<file path="config.mk">
export PLATFORM = sky130hd
export DESIGN_NAME = cpu040_wb_bridge
export DESIGN_NICKNAME = d
export VERILOG_FILES = /design/src/rtl/cpu040_wb_bridge.sv
export SDC_FILE = /design/constraint.sdc
export NUM_CORES = 1
export LEC_CHECK = 0
export CAP_MARGIN = 5
export CELL_PAD_IN_SITES_DETAIL_PLACEMENT = 1
export CELL_PAD_IN_SITES_GLOBAL_PLACEMENT = 2
export CORE_MARGIN = 2
export CORE_UTILIZATION = 27
export CTS_CLUSTER_DIAMETER = 80
export CTS_CLUSTER_SIZE = 30
export DETAILED_ROUTE_END_ITERATION = 12
export PLACE_DENSITY_LB_ADDON = 0.15
export SLEW_MARGIN = 20
export SYNTH_ARGS = -nofsm -noshare
export SYNTH_HDL_FRONTEND = slang
export SYNTH_SLANG_ARGS = --single-unit
</file>
<file path="constraint.sdc">
create_clock -name bclk -period 4.2 [get_ports bclk]
set_clock_uncertainty 0.2 [all_clocks]
set_input_delay 0.63 -clock bclk [delete_from_list [all_inputs] [get_ports bclk]]
set_output_delay 0.63 -clock bclk [all_outputs]
set_load 0.02 [all_outputs]
</file>
<file path="src/rtl/cpu040_wb_bridge.sv">
// 68040 bus to Wishbone B4 bridge, clocked on the CPU bus clock.
// Includes the CPU reset / cache-disable sequencer.
module cpu040_wb_bridge #(
  parameter int TIMEOUT     = 255,
  parameter int RST_CPU_CYC = 256,
  parameter int RST_FSM_CYC = 776,
  parameter bit BURST_TAGS  = 1'b1
) (
  input  logic        bclk,
  input  logic        reset,
  input  logic [31:0] cpu_ad_o,
  output logic [31:0] cpu_ad_i,
  output logic        cpu_ad_t,
  input  logic [1:0]  cpu_siz,
  input  logic [1:0]  cpu_tt,
  input  logic        cpu_ts,
  input  logic        cpu_rw,
  output logic        cpu_ta,
  output logic        cpu_tea,
  output logic        cpu_rsti,
  output logic        cpu_cdis,
  output logic        wb_cyc_o,
  output logic        wb_stb_o,
  output logic        wb_we_o,
  output logic [3:0]  wb_sel_o,
  output logic [29:0] wb_adr_o,
  output logic [31:0] wb_dat_o,
  input  logic [31:0] wb_dat_i,
  input  logic        wb_ack_i,
  input  logic        wb_err_i,
  output logic [2:0]  wb_cti_o,
  output logic [1:0]  wb_bte_o,
  output logic        busy_o
);

  localparam int CW = $clog2(RST_FSM_CYC + 2);
  localparam logic [CW-1:0] CNT_MAX = CW'(RST_FSM_CYC + 1);
  localparam logic [CW-1:0] CPU_LIM = CW'(RST_CPU_CYC);
  localparam int TW = (TIMEOUT > 1) ? $clog2(TIMEOUT + 1) : 1;
  localparam logic [TW-1:0] TLIM = TW'((TIMEOUT > 0) ? TIMEOUT - 1 : 0);

  typedef enum logic [2:0] {
    IDLE,
    REQ,
    WAIT,
    DRIVE,
    ERR
  } state_t;

  state_t        state;
  logic [CW-1:0] rst_cnt;
  logic [TW-1:0] tcnt;
  logic [1:0]    beats;
  logic          rw_q;
  logic          line_q;
  logic          ready;
  logic          line_d;
  logic [3:0]    sel_d;

  assign ready    = (rst_cnt == CNT_MAX);
  assign cpu_rsti = (rst_cnt > CPU_LIM);
  assign cpu_cdis = ready;
  assign busy_o   = (state != IDLE);

  function automatic logic [2:0] cti_for(input logic line, input logic last);
    if (BURST_TAGS && line) return last ? 3'b111 : 3'b010;
    return 3'b000;
  endfunction

  // MOVE16 is always a full line regardless of the size code
  always_comb begin
    line_d = (cpu_siz == 2'b11) || (cpu_tt == 2'b01);
    sel_d  = 4'b1111;
    if (!line_d) begin
      unique case (cpu_siz)
        2'b01:   sel_d = 4'b1000 >> cpu_ad_o[1:0];
        2'b10:   sel_d = cpu_ad_o[1] ? 4'b0011 : 4'b1100;
        default: sel_d = 4'b1111;
      endcase
    end
  end

  always_ff @(posedge bclk) begin
    if (reset) begin
      state    <= IDLE;
      rst_cnt  <= '0;
      tcnt     <= '0;
      beats    <= '0;
      rw_q     <= 1'b1;
      line_q   <= 1'b0;
      cpu_ad_i <= '0;
      cpu_ad_t <= 1'b1;
      cpu_ta   <= 1'b1;
      cpu_tea  <= 1'b1;
      wb_cyc_o <= 1'b0;
      wb_stb_o <= 1'b0;
      wb_we_o  <= 1'b0;
      wb_sel_o <= '0;
      wb_adr_o <= '0;
      wb_dat_o <= '0;
      wb_cti_o <= 3'b000;
      wb_bte_o <= 2'b00;
    end else begin
      if (!ready) rst_cnt <= rst_cnt + 1'b1;
      unique case (state)
        IDLE: begin
          if (ready && !cpu_ts) begin
            wb_adr_o <= cpu_ad_o[31:2];
            wb_sel_o <= sel_d;
            rw_q     <= cpu_rw;
            line_q   <= line_d;
            beats    <= line_d ? 2'd3 : 2'd0;
            if (cpu_tt[1]) begin
              cpu_tea <= 1'b0;
              state   <= ERR;
            end else begin
              state <= REQ;
            end
          end
        end
        REQ: begin
          wb_cyc_o <= 1'b1;
          wb_stb_o <= 1'b1;
          wb_we_o  <= !rw_q;
          if (!rw_q) wb_dat_o <= cpu_ad_o;
          wb_cti_o <= cti_for(line_q, beats == 2'd0);
          wb_bte_o <= (BURST_TAGS && line_q) ? 2'b01 : 2'b00;
          tcnt     <= '0;
          state    <= WAIT;
        end
        WAIT: begin
          if (wb_err_i) begin
            wb_cyc_o <= 1'b0;
            wb_stb_o <= 1'b0;
            cpu_tea  <= 1'b0;
            state    <= ERR;
          end else if (wb_ack_i) begin
            wb_stb_o <= 1'b0;
            if (beats == 2'd0) wb_cyc_o <= 1'b0;
            cpu_ta <= 1'b0;
            if (rw_q) begin
              cpu_ad_i <= wb_dat_i;
              cpu_ad_t <= 1'b0;
            end
            state <= DRIVE;
          end else if (TIMEOUT != 0 && tcnt == TLIM) begin
            wb_cyc_o <= 1'b0;
            wb_stb_o <= 1'b0;
            cpu_tea  <= 1'b0;
            state    <= ERR;
          end else begin
            tcnt <= tcnt + 1'b1;
          end
        end
        DRIVE: begin
          cpu_ta   <= 1'b1;
          cpu_ad_t <= 1'b1;
          // next beat re-enters the request phase with stb back up
          if (beats != 2'd0) begin
            beats         <= beats - 2'd1;
            wb_adr_o[1:0] <= wb_adr_o[1:0] + 2'd1;
            wb_stb_o      <= 1'b1;
            if (!rw_q) wb_dat_o <= cpu_ad_o;
            wb_cti_o <= cti_for(line_q, beats == 2'd1);
            tcnt     <= '0;
            state    <= WAIT;
          end else begin
            wb_cti_o <= 3'b000;
            wb_bte_o <= 2'b00;
            wb_we_o  <= 1'b0;
            state    <= IDLE;
          end
        end
        ERR: begin
          cpu_tea  <= 1'b1;
          wb_cti_o <= 3'b000;
          wb_bte_o <= 2'b00;
          wb_we_o  <= 1'b0;
          state    <= IDLE;
        end
        default: state <= IDLE;
      endcase
    end
  end

endmodule
</file>
==> impl_metrics.env <==
export IMPL_status="completed"
export IMPL_initial_core_util_pct=27.6
export IMPL_fmax_ghz=0.305
export IMPL_holdWs_ns=0.256
export IMPL_yosysWarnings=0
export IMPL_clkSinkCount=132
export IMPL_layout_nets=926
export IMPL_yosysUniqueCellTypes=57
export IMPL_netlist_instances=674
export IMPL_synth_main_ff_cell="dfxtp_1"
export IMPL_drive_gt1_share_pct=6.21
export IMPL_postRouteAntennaNets=0
export IMPL_maxSlewHeadroom_pct=43.5
export IMPL_rows=51
export IMPL_finalHoldViolations=0
export IMPL_area_growth_syn_to_layout_pct=50.4
export IMPL_grt_max_degree=76
export IMPL_required_ns=3.37
export IMPL_htreeDepth=4
export IMPL_place_ws_ns=1.12
export IMPL_rsz0062_at_grt="no"
export IMPL_min_path_type="reg -> reg"
export IMPL_drt_wl_total_mm=18.2
export IMPL_cp_max_fo=5
export IMPL_portBuffers=184
export IMPL_cts_made_buffers=17
export IMPL_tns_ns=0
export IMPL_antenna_found_initial=0
export IMPL_fp_dieH_um=145
export IMPL_finalSetupViolCount=0
export IMPL_drt_first_pass_iters=4
export IMPL_async_reset_ff_share_pct=0
export IMPL_avgRoutedWirePerCell_um=16.2
export IMPL_cp_data_arrival_time_ns=2.45
export IMPL_tritoncts="yes"
export IMPL_io_pins=186
export IMPL_die_area_mm2=0.0211
export IMPL_drc=0
export IMPL_drt_iter0_drc=173
export IMPL_synth_seq_cells=132
export IMPL_min_period_ns=3.28
export IMPL_fillers=2312
export IMPL_clk_latency_ns=0.41
export IMPL_synth_area_mm2=0.00539
export IMPL_grt_pass1_vias=5632
export IMPL_endpoint_kind="output port"
export IMPL_layout_commonest_cell="nand2_1"
export IMPL_holdBufCountCts=0
export IMPL_start_kind="register"
export IMPL_diodes=0
export IMPL_power_density_mw_per_mm2=369
export IMPL_synth_fp_nets=758
export IMPL_grt_remaining_overflow=0
export IMPL_core_mm2=0.0195
export IMPL_post_cts_buffers=0
export IMPL_gp_congestion=0.727
export IMPL_grt_pass1_wl_mm=29.8
export IMPL_synth_area_per_cell_um2=8.00
export IMPL_synth_edf_count=0
export IMPL_finalPower_mw=2.99
export IMPL_seq_area_frac_synth_pct=49.0
export IMPL_num_vias=5269
export IMPL_period_share_pct=78.1
export IMPL_clk_path_buf_depth=2
export IMPL_criticalPathCategory="reg -> out"
export IMPL_clkTransAtPathRegs_ns=0.06
export IMPL_max_cap_violations=0
export IMPL_tightest_slew_ns=0.847
export IMPL_cts_resized=0
export IMPL_grtUsageTotal_pct=17.4
export IMPL_postLayoutCoreUtil_pct=41.5
export IMPL_die_x_um=145
export IMPL_peakVddDrop_v=0.000273
export IMPL_root_buffer="clkbuf_16"
export IMPL_layout_common_cells="nand2_1, clkdlybuf4s50_1, dfxtp_1, a21oi_1, nor2_1"
export IMPL_via_per_inst=4.71
export IMPL_hpwl_mm=12.7
export IMPL_p_leak_nw=2.71
export IMPL_slew_viol_final=0
export IMPL_fin_ws_ns=0.920
logic make-up after synthesis:
kind of cell    count (synthesis)  synth area share, %
buf+inv                        63                 4.62
xor+xnor                        6                0.974
other cells                     1               0.0695
compound gates                156                 17.7
mux                             7                 1.30
flops                         132                 49.0
fa+ha+maj                      10                 2.32
simple gates                  299                 24.0
layout make-up:
cell class | count | area, µm² | area share [%]
Sequential cell | 132 | 2640 | 32.6
Timing Repair Buffer | 194 | 1930 | 23.8
Clock inverter | 13 | 196 | 2.42
Tap cell | 265 | 332 | 4.09
Multi-Input combinational cell | 479 | 2510 | 30.9
Clock buffer | 18 | 439 | 5.41
Inverter | 18 | 67.6 | 0.833
cell usage after synthesis (all sizes together) (6+ instances only):
cell type,count,area (µm²)
nand2,203,762
dfxtp,132,2640
a21oi,104,524
clkbuf,35,131
nor2,31,116
inv,18,67.6
buf,10,50.0
ha,10,125
nand2b,9,56.3
nand3,9,45.0
nor3,9,45.0
mux2i,7,70.1
nor4,7,43.8
a2111oi,6,71.3
layer usage:
layer  global-route usage, %  vias up  wire [µm]
met4                    5.64        0        274
met2                    30.3      133       8810
met3                    6.02       16       1260
met1                    20.0     2511       7830
met5                       0        -          0
li1                        -     2609          -
state kept, by name, indices dropped and copies added (netlist names), 2 cells and up:
signal / count
beats: 2
cpu_ad_i: 32
rst_cnt: 10
state: 3
tcnt: 8
wb_adr_o: 30
wb_cti_o: 2
wb_dat_o: 32
wb_sel_o: 4
path summary, 6_finish.rpt:
| check | from | to | slack [ns] | depth (start not counted) |
|---|---|---|---|---|
| hold reg to reg | cpu_ad_i[28]$_SDFFE_PP0P_ | cpu_ad_i[28]$_SDFFE_PP0P_ | 0.26 | 2 |
| setup reg to reg | state[1]$_SDFFE_PP0P_ | tcnt[6]$_SDFFE_PP0P_ | 1.64 | 4 |
| hold / removal | cpu_ad_i[28]$_SDFFE_PP0P_ | cpu_ad_i[28]$_SDFFE_PP0P_ | 0.26 | 2 |
| setup / recovery | rst_cnt[4]$_SDFFE_PP0P_ | cpu_cdis | 0.92 | 3 |
where the power goes:
| part | total (mW) | leakage, nW | internal [mW] | switching, mW |
|---|---|---|---|---|
| logic | 0.128 | 1.34 | 0.0723 | 0.0557 |
| clock network | 1.61 | 0.304 | 1.02 | 0.589 |
| registers | 1.26 | 1.06 | 1.25 | 0.00372 |
metrics by stage:
step,area (µm²),instances
2_1_floorplan,5390,674
3_3_place_gp,7480,1088
3_5_place_dp,7480,1088
4_1_cts,8110,1119
5_1_grt,8110,1119
6_report,8110,1119
worst max-delay path: stages, from the launching register on:
cell,delay [ns]
dfxtp_1,0.35
or4_4,0.56
nor3_1,0.43
clkdlybuf4s50_1,0.70
Power figures use the tool's default switching activity.
